## config.mk

```make
export PLATFORM = sky130hd
export DESIGN_NAME = spi_reg_responder
export DESIGN_NICKNAME = d
export VERILOG_FILES = /design/src/rtl/spi_reg_responder.sv
export SDC_FILE = /design/constraint.sdc
export NUM_CORES = 2
export LEC_CHECK = 0
export BUFFER_PORTS_ARGS = -buffer_cell sky130_fd_sc_hd__buf_2
export CORE_MARGIN = 2
export CORE_UTILIZATION = 35
export DETAILED_ROUTE_END_ITERATION = 8
export SETUP_SLACK_MARGIN = 0.5
export SYNTH_ARGS = -nofsm -noshare
export SYNTH_HDL_FRONTEND = slang
export SYNTH_SLANG_ARGS = --single-unit
```

## constraint.sdc

```tcl
create_clock -name clk -period 16.3 [get_ports clk]
set_input_delay 1.63 -clock clk [delete_from_list [all_inputs] [get_ports clk]]
set_output_delay 1.63 -clock clk [all_outputs]
set_load 0.005 [all_outputs]
```

## src/rtl/spi_reg_responder.sv

```systemverilog
// 3-wire SPI register responder: oversamples SCLK/CSB/SDI in the clk domain, decodes a 16-bit
// instruction plus data bytes, holds a byte-wide register file and answers reads on sdo.
`timescale 1ns/1ps
module spi_reg_responder #(
  parameter int aw       = 8,
  parameter int sync_len = 2
) (
  input  logic          clk,
  input  logic          rst_n,
  input  logic          sclk,
  input  logic          csb,
  input  logic          sdi,
  output logic          sdo,
  output logic          sdo_oe,
  output logic          wr_stb,
  output logic [aw-1:0] wr_addr,
  output logic [7:0]    wr_data,
  input  logic [aw-1:0] peek_addr,
  output logic [7:0]    peek_data,
  output logic          busy,
  output logic          frame_err
);

  typedef enum logic [2:0] {IDLE, INSTR, WDATA, RDATA, DONE} state_t;

  localparam logic [aw-1:0] ADDR_ONE = {{(aw-1){1'b0}}, 1'b1};

  state_t state, nxt;

  logic [sync_len-1:0] sclk_sr, csb_sr, sdi_sr;
  logic sclk_s, csb_s, sdi_s, sclk_d, csb_d;
  logic sclk_rise, sclk_fall, csb_fall;

  logic [3:0]    cnt, cnt_n;
  logic [14:0]   sh, sh_n;
  logic [15:0]   sh_in;
  logic [aw-1:0] addr, addr_n, addr_dec;
  logic [1:0]    left, left_n;
  logic          stream, stream_n;
  logic          sdo_n, wr_stb_n, ferr_n;
  logic [aw-1:0] wr_addr_n;
  logic [7:0]    wr_data_n;

  logic [7:0] mem [0:(1<<aw)-1];

  // Sync chains reset to 0 so a csb already held low after reset never looks like a fresh fall.
  always_ff @(posedge clk) begin
    if (!rst_n) begin
      sclk_sr <= '0;
      csb_sr  <= '0;
      sdi_sr  <= '0;
      sclk_d  <= 1'b0;
      csb_d   <= 1'b0;
    end else begin
      sclk_sr <= {sclk_sr[sync_len-2:0], sclk};
      csb_sr  <= {csb_sr[sync_len-2:0], csb};
      sdi_sr  <= {sdi_sr[sync_len-2:0], sdi};
      sclk_d  <= sclk_s;
      csb_d   <= csb_s;
    end
  end

  assign sclk_s    = sclk_sr[sync_len-1];
  assign csb_s     = csb_sr[sync_len-1];
  assign sdi_s     = sdi_sr[sync_len-1];
  assign sclk_rise = sclk_s & ~sclk_d;
  assign sclk_fall = ~sclk_s & sclk_d;
  assign csb_fall  = ~csb_s & csb_d;
  assign sh_in     = {sh, sdi_s};
  assign addr_dec  = addr - ADDR_ONE;

  always_ff @(posedge clk) begin
    if (!rst_n) state <= IDLE;
    else        state <= nxt;
  end

  always_comb begin
    nxt       = state;
    cnt_n     = cnt;
    sh_n      = sh;
    addr_n    = addr;
    left_n    = left;
    stream_n  = stream;
    sdo_n     = sdo;
    wr_stb_n  = 1'b0;
    wr_addr_n = wr_addr;
    wr_data_n = wr_data;
    ferr_n    = frame_err;
    if (csb_s) begin
      // csb high outranks any sclk edge on the same clk; a partial byte is dropped
      if (state != IDLE) nxt = IDLE;
      if (state != IDLE && cnt != 4'd0) ferr_n = 1'b1;
      cnt_n = 4'd0;
    end else begin
      case (state)
        IDLE: if (csb_fall) begin
          nxt   = INSTR;
          cnt_n = 4'd0;
          sh_n  = '0;
        end
        INSTR: if (sclk_rise) begin
          sh_n  = sh_in[14:0];
          cnt_n = cnt + 4'd1;
          if (cnt == 4'd15) begin
            cnt_n    = 4'd0;
            addr_n   = sh_in[aw-1:0];
            left_n   = sh_in[14:13];
            stream_n = &sh_in[14:13];
            if (sh_in[15]) begin
              nxt  = RDATA;
              sh_n = {7'd0, mem[sh_in[aw-1:0]]};
            end else begin
              nxt = WDATA;
            end
          end
        end
        WDATA: if (sclk_rise) begin
          sh_n  = sh_in[14:0];
          cnt_n = cnt + 4'd1;
          if (cnt == 4'd7) begin
            cnt_n     = 4'd0;
            wr_stb_n  = 1'b1;
            wr_addr_n = addr;
            wr_data_n = sh_in[7:0];
            addr_n    = addr_dec;
            if (!stream) begin
              if (left == 2'd0) nxt = DONE;
              else              left_n = left - 2'd1;
            end
          end
        end
        RDATA: begin
          if (sclk_fall) begin
            sdo_n = sh[7];
            sh_n  = {sh[13:0], 1'b0};
          end else if (sclk_rise) begin
            cnt_n = cnt + 4'd1;
            // initiator has taken the 8th bit: preload the next byte before the following fall
            if (cnt == 4'd7) begin
              cnt_n  = 4'd0;
              addr_n = addr_dec;
              sh_n   = {7'd0, mem[addr_dec]};
              if (!stream) begin
                if (left == 2'd0) nxt = DONE;
                else              left_n = left - 2'd1;
              end
            end
          end
        end
        default: ;
      endcase
    end
    if (nxt != RDATA) sdo_n = 1'b0;
  end

  always_ff @(posedge clk) begin
    if (!rst_n) begin
      cnt       <= 4'd0;
      sh        <= '0;
      addr      <= '0;
      left      <= 2'd0;
      stream    <= 1'b0;
      sdo       <= 1'b0;
      sdo_oe    <= 1'b0;
      wr_stb    <= 1'b0;
      wr_addr   <= '0;
      wr_data   <= 8'd0;
      frame_err <= 1'b0;
      busy      <= 1'b0;
      peek_data <= 8'd0;
    end else begin
      cnt       <= cnt_n;
      sh        <= sh_n;
      addr      <= addr_n;
      left      <= left_n;
      stream    <= stream_n;
      sdo       <= sdo_n;
      sdo_oe    <= (nxt == RDATA);
      wr_stb    <= wr_stb_n;
      wr_addr   <= wr_addr_n;
      wr_data   <= wr_data_n;
      frame_err <= ferr_n;
      busy      <= ~csb_s;
      peek_data <= mem[peek_addr];
    end
  end

  // Register file is plain RAM, never cleared; peek reads the pre-write value on a collision.
  always_ff @(posedge clk) begin
    if (rst_n && wr_stb_n) mem[wr_addr_n] <= wr_data_n;
  end

endmodule

```

==> impl_metrics.csv <==
group,metric,value,unit
status,outcome,"finished with violations",
status,violations,"design-rule violations, max-capacitance violations, max-slew violations",
finish,drive_gt1_frac,0.404,
setup_path,crit_chain,"buf_4 > buf_4 > buf_4 > buf_4 > buf_4 > mux4_2 > nor2b_1 > a211oi_1 > a211oi_1 > a311oi_1 > a2111o_1 > o2111ai_1 > a221o_1",
route,via_per_inst,6.84,
sta,hold_viol,0,
die,die_x,579,um
sta,max_freq,134,MHz
setup_path,reg2reg_slack,8.83,ns
setup_path,crit_start,"addr[0]",
setup_path,criticalPathCategory,"reg -> reg",
clock_network,clkLatencyLatePin,0.96,ns
sta,tightest_slew,1.63,ns
clock_network,clockBufferDepth,4,
flow_run,drv_cap,3,
power_and_ir_drop,p_per_area,90.7,nW/um^2
yosys,synthesis.nets,6112,
global_routing,grt-ovfl-total,0,
die,initial_core_util,0.351,
route,drt_wl_total,423000,um
clock_network,htree_levels,4,
yosys,avgSynthCellArea,19.0,um^2
setup_path,worst-path-max-fanout,36,
global_routing,grt.busiest_layer,"met2",
finish,fin_cells,10628,
setup_path,cp.arrival,8.27,ns
clock_network,root_buffer,"clkbuf_16",
sta,period_minus_slack,7.47,ns
clock_network,cts-resized-gates,0,
yosys,yosysSeqAreaShare,0.543,
global_routing,use_met2,0.371,
sta,slew_violations,3,
route,dr.pass1.iters,9,
power_and_ir_drop,leakage,38.8,nW
clock_network,cts_tree,"done",
setup_path,crit_family,"buffers and inverters",
yosys,synth_cell_types,72,
setup_path,cp_num_buf_inv,5,
route,drtIter0Drc,12577,
route,wl_per_cell,39.8,um
finish,fill_cells,29389,
global_routing,antenna_found_initial,26,
clock_network,numClockSinks,2118,
hold_path,hold_class,"reg -> reg",
yosys,ys.flop_type,"edfxtp_1",
setup_path,r2r_start,"addr[0]",
place,placed_area,121000,um^2
place,place_congestion,1.02,
global_routing,use_met1,0.321,
sta,min_period_over_period,0.458,
die,die_area,336000,um^2
die,rows,211,
global_routing,grt_util_met3,0.0908,
finish,area_growth,11.1,%
sta,finalSetupTns,0,ns
place,hpwl,273000,um
hold_path,hold_start,"sdi_sr[0]",
finish,finalInstanceArea,129000,um^2
clock_network,numCtsBuffers,234,
sta,maxSlewHeadroom,-0.0930,
global_routing,grtUsageTotal,0.249,
route,drc,2,
route,vias,72646,
yosys,synth_edf_count,2048,
setup_path,crit_path_max_incr_delay,0.77,ns
setup_path,cp.required,17.10,ns
yosys,synth_warnings,0,
sta,setup_violations,0,
setup_path,end_kind,"flop",
finish,final_nets,6073,
place,placed_cells,10183,
sta,clock_skew,0.0708,ns
global_routing,grt_pass1_wl,583000,um
place,port-buffer-count,41,
yosys,synth_area,116000,um^2
global_routing,grt_max_degree,222,
clock_network,cts.clk_slew.worst_paths,0.06,ns
yosys,synth-seq-cells,2118,
setup_path,cp_slowest_cell,"buf_4",
die,die_h,579,um
setup_path,start_kind,"flop",
clock_network,postCtsSetupBuffers,0,
yosys,syn_inst,6093,
route,ant_nets,0,
global_routing,grt_pass1_vias,70347,
die,pin_count,42,
clock_network,hold_buffers,0,
die,coreArea,330000,um^2
power_and_ir_drop,peakVddDrop,0.0942,mV
yosys,synthArstFlopShare,0,
sta,rsz0062_at_grt,"no",
setup_path,crit_top_cell,"buf_4",
## flip-flops by register name, summed over array words and instances, names as in the netlist, 3 cells and up
| register | count |
|---|---|
| sh | 15 |
| peek_data | 8 |
| mem | 2048 |
| cnt | 4 |
| wr_data | 8 |
| wr_addr | 8 |
| addr | 8 |
| state | 3 |
## cell families after synthesis
| kind of cell | Yosys count | share of synthesized area |
|---|---|---|
| AND/OR/NAND/NOR | 873 | 0.0344 |
| multiplexers | 2027 | 0.369 |
| AO/OA/AOI/OAI | 448 | 0.0273 |
| flip-flops | 2118 | 0.543 |
| XOR/XNOR | 11 | 0.000831 |
| adder cells (fa/ha/maj) | 6 | 0.000648 |
| buffers and inverters | 610 | 0.0248 |
## stage by stage
stage                     setup slack [ns]  utilization  power [W]  hold slack, ns
after floorplan                       2.50            -    0.00635           0.412
after global placement                8.60        0.368    0.00652           0.436
after detailed placement              8.53        0.368    0.00652           0.418
after CTS                             8.70        0.390     0.0117           0.453
after global routing                  8.31        0.390     0.0119           0.474
final                                 8.83        0.390     0.0117           0.450
## cells in the final DEF, fill, tap and decap left out, types with 9 or more instances in the layout
cell	synthesis	layout
nand2_1	230	227
edfxtp_1	2048	2048
a311oi_1	27	27
clkinv_1	0	49
nor2_1	339	327
o221ai_1	15	15
buf_12	0	14
nand2b_1	19	18
or3_1	12	12
nor3_1	29	29
buf_2	189	36
nor2_2	0	12
mux4_2	1796	1796
o21ai_0	42	37
clkinv_2	0	51
o311ai_0	14	10
and2_1	24	24
nand4_1	17	17
dfxtp_1	70	62
o2111ai_1	9	9
or2_2	10	10
inv_1	23	21
diode_2	0	15
bufinv_16	0	22
a21oi_1	87	86
mux2_2	11	11
nor2b_1	80	80
a22oi_1	37	37
clkbuf_16	0	234
a211oi_1	121	119
mux2i_1	219	219
o22ai_1	15	15
buf_4	48	256
nand3_1	66	64
a31oi_1	14	14
clkbuf_1	263	45
clkinvlp_4	0	16
## per-layer routing
layer / vias to the layer above / share of wire
li1: 26735 / -
met1: 38961 / 0.35
met2: 6008 / 0.45
met3: 938 / 0.14
met4: 4 / 0.056
met5: - / 0.000054
## cells in the mapped netlist (all sizes together) (8+ instances only)
cell	n	area, um^2
a211oi	121	908
a21oi	87	435
a22oi	37	278
a311oi	27	236
a31oi	14	87.6
and2	26	163
buf	323	1790
clkbuf	263	987
dfxtp	70	1400
edfxtp	2048	61500
inv	24	90.1
mux2	11	124
mux2i	219	2190
mux4	1797	40500
nand2	230	863
nand2b	19	119
nand3	66	330
nand4	17	106
nor2	339	1270
nor2b	80	500
nor3	30	155
nor4	9	62.6
o2111ai	9	78.8
o21ai	43	215
o221ai	15	131
o22ai	15	93.8
o311ai	14	123
o31ai	8	60.1
or2	10	62.6
or3	13	86.3
## layout make-up
cell class | count | area, um^2 | share of cell area
Clock inverter | 145 | 1310 | 0.0102
Clock buffer | 284 | 6090 | 0.0473
Antenna cell | 15 | 37.5 | 0.000291
Tap cell | 4366 | 5460 | 0.0424
Inverter | 24 | 95.1 | 0.000738
Sequential cell | 2118 | 62900 | 0.489
Multi-Input combinational cell | 3365 | 50400 | 0.391
Timing Repair Buffer | 311 | 2470 | 0.0192
## worst paths after layout
path / to / cells past startpoint
worst min register to register: sdi_sr[1] / 1
worst max-delay path: sh[4] / 13
worst max register to register: sh[4] / 13
worst min-delay path: sdi_sr[1] / 1
## power breakdown
part	switching [W]	internal, W
combinational	0.000284	0.000242
clock	0.00228	0.00299
sequential	0.00000874	0.00588
## worst register-to-register path, cell delays in order (launching register included)
cell	delay [ns]
dfxtp_4	0.69
buf_4	0.74
buf_4	0.80
buf_4	0.82
buf_4	0.81
buf_4	0.78
mux4_2	0.64
nor2b_1	0.15
a211oi_1	0.43
a211oi_1	0.12
a311oi_1	0.61
a2111o_1	0.35
o2111ai_1	0.15
a221o_1	0.27
Power figures use the tool's default switching activity.
